**config.mk**
```make
export PLATFORM = sky130hd
export DESIGN_NAME = mem_arbiter
export DESIGN_NICKNAME = d
export VERILOG_FILES = /design/src/rtl/mem_arbiter_pkg.sv /design/src/rtl/arb_prio.sv /design/src/rtl/mem_arbiter.sv
export SDC_FILE = /design/constraint.sdc
export NUM_CORES = 1
export LEC_CHECK = 0
export ABC_AREA = 1
export BUFFER_PORTS_ARGS = -buffer_cell sky130_fd_sc_hd__buf_2
export CAP_MARGIN = 25
export CORE_AREA = 2 2 119 121
export DETAILED_ROUTE_END_ITERATION = 8
export DIE_AREA = 0 0 121 123
export SYNTH_ARGS = -nofsm -noshare
export SYNTH_HDL_FRONTEND = slang
export SYNTH_SLANG_ARGS = --single-unit
```
**constraint.sdc**
```tcl
create_clock -name clock -period 4.3 [get_ports clock]
set_input_delay 0.86 -clock clock [delete_from_list [all_inputs] [get_ports clock]]
set_output_delay 0.86 -clock clock [all_outputs]
set_load 0.005 [all_outputs]
```
**src/rtl/mem_arbiter_pkg.sv**
```systemverilog
// Shared processor constants for the memory arbiter: state encoding, default
// loader window base, and the grant and streak types used by the arbiter.
package mem_arbiter_pkg;

    typedef enum logic {
        ARB_LOAD = 1'b0,
        ARB_RUN  = 1'b1
    } arb_state_e;

    localparam logic [31:0] LOAD_BASE_DEFAULT    = 32'h8002_0000;
    localparam int          STARVE_LIMIT_DEFAULT = 2;

    // Limits STARVE_LIMIT to 255.
    typedef logic [7:0] streak_t;

    typedef struct packed {
        logic ld;
        logic fetch;
        logic dm;
    } arb_gnt_t;

    function automatic streak_t sat_inc(input streak_t value, input streak_t limit);
        if (value >= limit) begin
            return limit;
        end
        return value + streak_t'(1);
    endfunction

endpackage

```
**src/rtl/arb_prio.sv**
```systemverilog
// Combinational grant selection: loader only in LOAD, data port over fetch in
// RUN unless the data port has won STARVE_LIMIT times in a row while fetch waited.
module arb_prio
    import mem_arbiter_pkg::*;
#(
    parameter int STARVE_LIMIT = STARVE_LIMIT_DEFAULT
) (
    input  arb_state_e state_i,
    input  logic       ld_req_i,
    input  logic       if_req_i,
    input  logic       dm_req_i,
    input  streak_t    streak_i,
    output arb_gnt_t   gnt_o
);

    logic fetch_turn;

    assign fetch_turn = if_req_i && (streak_i == streak_t'(STARVE_LIMIT));

    always_comb begin
        gnt_o = '0;
        if (state_i == ARB_LOAD) begin
            gnt_o.ld = ld_req_i;
        end else if (dm_req_i && !fetch_turn) begin
            gnt_o.dm = 1'b1;
        end else if (if_req_i) begin
            gnt_o.fetch = 1'b1;
        end
    end

endmodule

```
**src/rtl/mem_arbiter.sv**
```systemverilog
// Single-ported memory arbiter between the S-record loader, instruction fetch
// and the data port, with a one-cycle read-valid pipeline per reading port.
//
// state    | meaning
// ARB_LOAD | only the loader may access memory; fetch stalls
// ARB_RUN  | data port and fetch share memory; loader ignored
module mem_arbiter
    import mem_arbiter_pkg::*;
#(
    parameter int          STARVE_LIMIT = STARVE_LIMIT_DEFAULT,
    parameter logic [31:0] LOAD_BASE    = LOAD_BASE_DEFAULT
) (
    input  logic        clock,
    input  logic        reset,
    input  logic        load_done,
    input  logic        ld_req,
    input  logic        ld_wren,
    input  logic [0:31] ld_address,
    input  logic [0:31] ld_data_in,
    input  logic        if_req,
    input  logic [0:31] if_address,
    input  logic        dm_req,
    input  logic        dm_wren,
    input  logic [0:31] dm_address,
    input  logic [0:31] dm_data_in,
    output logic        ld_gnt,
    output logic        if_gnt,
    output logic        dm_gnt,
    output logic        if_stall,
    output logic        if_rvalid,
    output logic        dm_rvalid,
    output logic [0:31] rdata,
    output logic [0:31] mem_address,
    output logic [0:31] mem_data_in,
    output logic        mem_wren,
    input  logic [0:31] mem_data_out
);

    arb_state_e  state_q, state_d;
    streak_t     streak_q, streak_d;
    logic [0:31] addr_q, addr_d;
    logic        if_rv_q, if_rv_d;
    logic        dm_rv_q, dm_rv_d;
    arb_gnt_t    gnt;
    logic        ld_write_ok;

    arb_prio #(
        .STARVE_LIMIT(STARVE_LIMIT)
    ) u_prio (
        .state_i (state_q),
        .ld_req_i(ld_req),
        .if_req_i(if_req),
        .dm_req_i(dm_req),
        .streak_i(streak_q),
        .gnt_o   (gnt)
    );

    // Loader writes below the protected window are granted but never reach memory.
    assign ld_write_ok = ld_wren && (ld_address >= LOAD_BASE);

    always_comb begin
        addr_d      = addr_q;
        mem_wren    = 1'b0;
        mem_data_in = '0;
        if (gnt.ld) begin
            addr_d      = ld_address;
            mem_wren    = ld_write_ok;
            mem_data_in = ld_data_in;
        end else if (gnt.fetch) begin
            addr_d = if_address;
        end else if (gnt.dm) begin
            addr_d      = dm_address;
            mem_wren    = dm_wren;
            mem_data_in = dm_data_in;
        end
    end

    always_comb begin
        state_d = state_q;
        if (state_q == ARB_LOAD && load_done) begin
            state_d = ARB_RUN;
        end

        streak_d = streak_q;
        if (gnt.dm && if_req) begin
            streak_d = sat_inc(streak_q, streak_t'(STARVE_LIMIT));
        end else if (gnt.fetch || !if_req) begin
            streak_d = '0;
        end

        if_rv_d = gnt.fetch;
        dm_rv_d = gnt.dm && !dm_wren;
    end

    always_ff @(posedge clock) begin
        if (reset) begin
            state_q  <= ARB_LOAD;
            streak_q <= '0;
            addr_q   <= '0;
            if_rv_q  <= 1'b0;
            dm_rv_q  <= 1'b0;
        end else begin
            state_q  <= state_d;
            streak_q <= streak_d;
            addr_q   <= addr_d;
            if_rv_q  <= if_rv_d;
            dm_rv_q  <= dm_rv_d;
        end
    end

    assign ld_gnt      = gnt.ld;
    assign if_gnt      = gnt.fetch;
    assign dm_gnt      = gnt.dm;
    assign if_stall    = if_req && !gnt.fetch;
    assign if_rvalid   = if_rv_q;
    assign dm_rvalid   = dm_rv_q;
    assign rdata       = mem_data_out;
    assign mem_address = addr_d;

endmodule

```
==> out/results.ini <==
[setup_path]
r2r_setup_slack_ns = 1.61
crit_arrival_ns = 3.05
critPathRequiredTime_ns = 3.44
crit_type = in -> out
start_kind = input port
r2r_cells = 9
crit_path_end_kind = output pin
path_max_fanout = 35
r2r-start = streak_q[0]$_SDFFE_PP0P_
rr_endpoint = streak_q[1]$_SDFFE_PP0P_

[pwr]
powerDensity_mw_per_mm2 = 266
power_w = 0.00132
leakage_nw = 2.92
irDropWorstVdd_mv = 0.143

[grt]
grt_pass1_vias = 4084
grtUsageTotal_pct = 17.8
grt_start_max_net_pins = 54
gr-total-overflow = 0
grt_pass1_wl_mm = 20.8
antenna_found_initial = 0

[timing]
fmax_mhz = 256
slew-limit-headroom_pct = 45.1
finalCritPeriodShare_pct = 91.0
fin_crit_ns = 3.91
fin_setup_tns_ns = 0
finalHoldViolations = 0
setup_violations = 0
rsz0062_at_grt = no
finClkSkew_ns = 0.00937
slew_violations = 0
timing_worst_slew_pin_value_ns = 0.824
timing.hold.ws_ns = 0.441

[clock_network]
cts_resized = 0
post_cts_buffers = 0
worstSkewPairLatency_ns = 0.29
clock-sinks = 43
cts_root_buf = clkbuf_16
cts-buffers-inserted = 5
cts_tree = built
clock_path_buffers = 2
htree_levels = 2
cts_hold_buf = 0
clk_pin_slew_ns = 0.06

[hold_path]
worstHoldEndpoint = streak_q[7]$_SDFFE_PP0P_
worstHoldStart = streak_q[7]$_SDFFE_PP0P_
hold_class = reg -> reg
whs_path_depth = 2

[route]
drt_iter0_markers = 182
firstDrtPassIters = 4
met3WireLength_um = 836
routed-via-count = 4336
met2_length_mm = 6.69
vias_per_cell = 4.72
drc = 0
antenna_left = 0
top_layer_used = met4
drt-met1-wl_mm = 5.98
avgRoutedWirePerCell_um = 14.9
totalWireLength_mm = 13.7

[die]
dieWidth_um = 121
start_util_pct = 27.7
fp.dieArea_mm2 = 0.0149
die_h_um = 123
rows = 43
core_mm2 = 0.0136
ios = 303

[cells_and_area]
regArea_um2 = 862
diodes = 0
fin_util_pct = 36.3
drive_above_1_share_pct = 43.4
final_area_mm2 = 0.00494
fillers = 1509
multi_input_comb_area_mm2 = 0.00213
area_growth_pct = 31.0
nNetsFinal = 939

[synthesis]
synth-seq-area-share_pct = 22.8
synthCells = 563
yosys_warnings = 0
syn-num-nets = 765
synth_cell_types = 26
syn_avg_cell_area_um2 = 6.70
synth_seq_cells = 43
netlist_area_mm2 = 0.00377

[flow_run]
drv_cap = 0

[status]
status = finished clean

[placement]
placed_area_mm2 = 0.00477
hpwl_mm = 10.0
gp_congestion = 0.798
io_buffers = 238

## routing by layer
layer	vias up	GRT usage, %
met5	-	0
met4	0	4.72
met3	13	2.72
met2	192	32.4
met1	1946	21.9
li1	2185	-
## cell usage after synthesis
cell      count  share of area, %
a22o_1       32               7.4
nand3_1       4              0.53
nor2_1        9              0.90
clkbuf_1     14               1.4
inv_2         1             0.099
nor2_4        1              0.30
nor3_1        9               1.2
nand3_2      28               7.4
a21oi_1       6              0.80
ha_1          2              0.66
buf_2        18               2.4
nand2_1     167                17
nor3_2        1              0.27
dfxtp_1      43                23
nand3_4       2              0.93
o211ai_1      1              0.20
buf_1         4              0.40
nor2_2        1              0.17
o21bai_1      1              0.20
buf_4        38               7.6
a21oi_2      28               6.5
nand4_1      67                11
nor4_1        2              0.33
nand2_4       3              0.90
inv_1        77               7.7
buf_6         4               1.2
## final cells by class
class                   count  share of cell area (%)
flip-flops and latches     43                    17.5
well taps                 180                    4.56
inverters                  78                    5.93
repair buffers            245                    25.4
clock buffers               6                    2.81
multi-input cells         364                    43.1
clock inverters             2                   0.709
## state kept, by name, summed over array words and instances (netlist names)
register	count
addr_q	32
dm_rvalid	1
if_rvalid	1
state_q	1
streak_q	8
## through the flow
step / cells / setup WS [ns]
final: 918 / 0.387
after global routing: 918 / 0.118
after CTS: 918 / 0.335
after detailed placement: 910 / 0.342
after global placement: 910 / 0.365
after floorplan: 563 / 1.62
## cell usage in the layout (no fill, tap or decap)
master / count
ha_1: 2
nor2_4: 1
nor3_1: 9
buf_12: 1
a21oi_1: 6
dfxtp_1: 42
clkinv_2: 1
buf_4: 6
o211ai_1: 1
bufinv_16: 1
a22o_1: 32
nor2_2: 1
clkbuf_8: 1
nor4_1: 2
nand2_1: 167
inv_1: 76
nand3_4: 2
nor2_1: 9
nand3_2: 28
nand3_1: 4
nor3_2: 1
inv_2: 2
clkbuf_16: 5
dfxtp_2: 1
o21bai_1: 1
buf_2: 238
nand2_4: 3
nand4_1: 67
a21oi_2: 28
## worst max-delay path, cell delays in order
cell	delay [ns]
buf_2	0.12
nand2_4	0.06
nor2_4	0.04
nand2_4	0.34
nand3_4	0.53
inv_2	0.63
nand2_1	0.20
nand2_1	0.13
buf_2	0.12
## logic make-up (layout without fill, tap and decap cells)
family / Yosys count / after routing / share of synthesized area (%)
and+or+nand+nor: 294 / 294 / 40.7
buffers and inverters: 156 / 331 / 20.7
AOI/OAI and AO/OA: 68 / 68 / 15.1
DFF: 43 / 43 / 22.8
adders and majority gates: 2 / 2 / 0.663
## power by group
group	internal (W)	switching (W)
sequential	0.000424	0.0000124
clock	0.000290	0.000174
combinational	0.000187	0.000229
total	0.000900	0.000415
## worst max-delay path by stage
stage	start	endpoint	slack [ns]	cells past startpoint
floorplan	if_req	mem_address[11]	1.62	11
global placement	if_req	mem_wren	0.36	9
detailed placement	if_req	mem_wren	0.34	9
CTS	if_req	mem_wren	0.33	9
global route	streak_q[0]$_SDFFE_PP0P_	mem_wren	0.12	10
finish	if_req	mem_wren	0.39	9
Note: power is estimated with default switching activity, not from simulation.
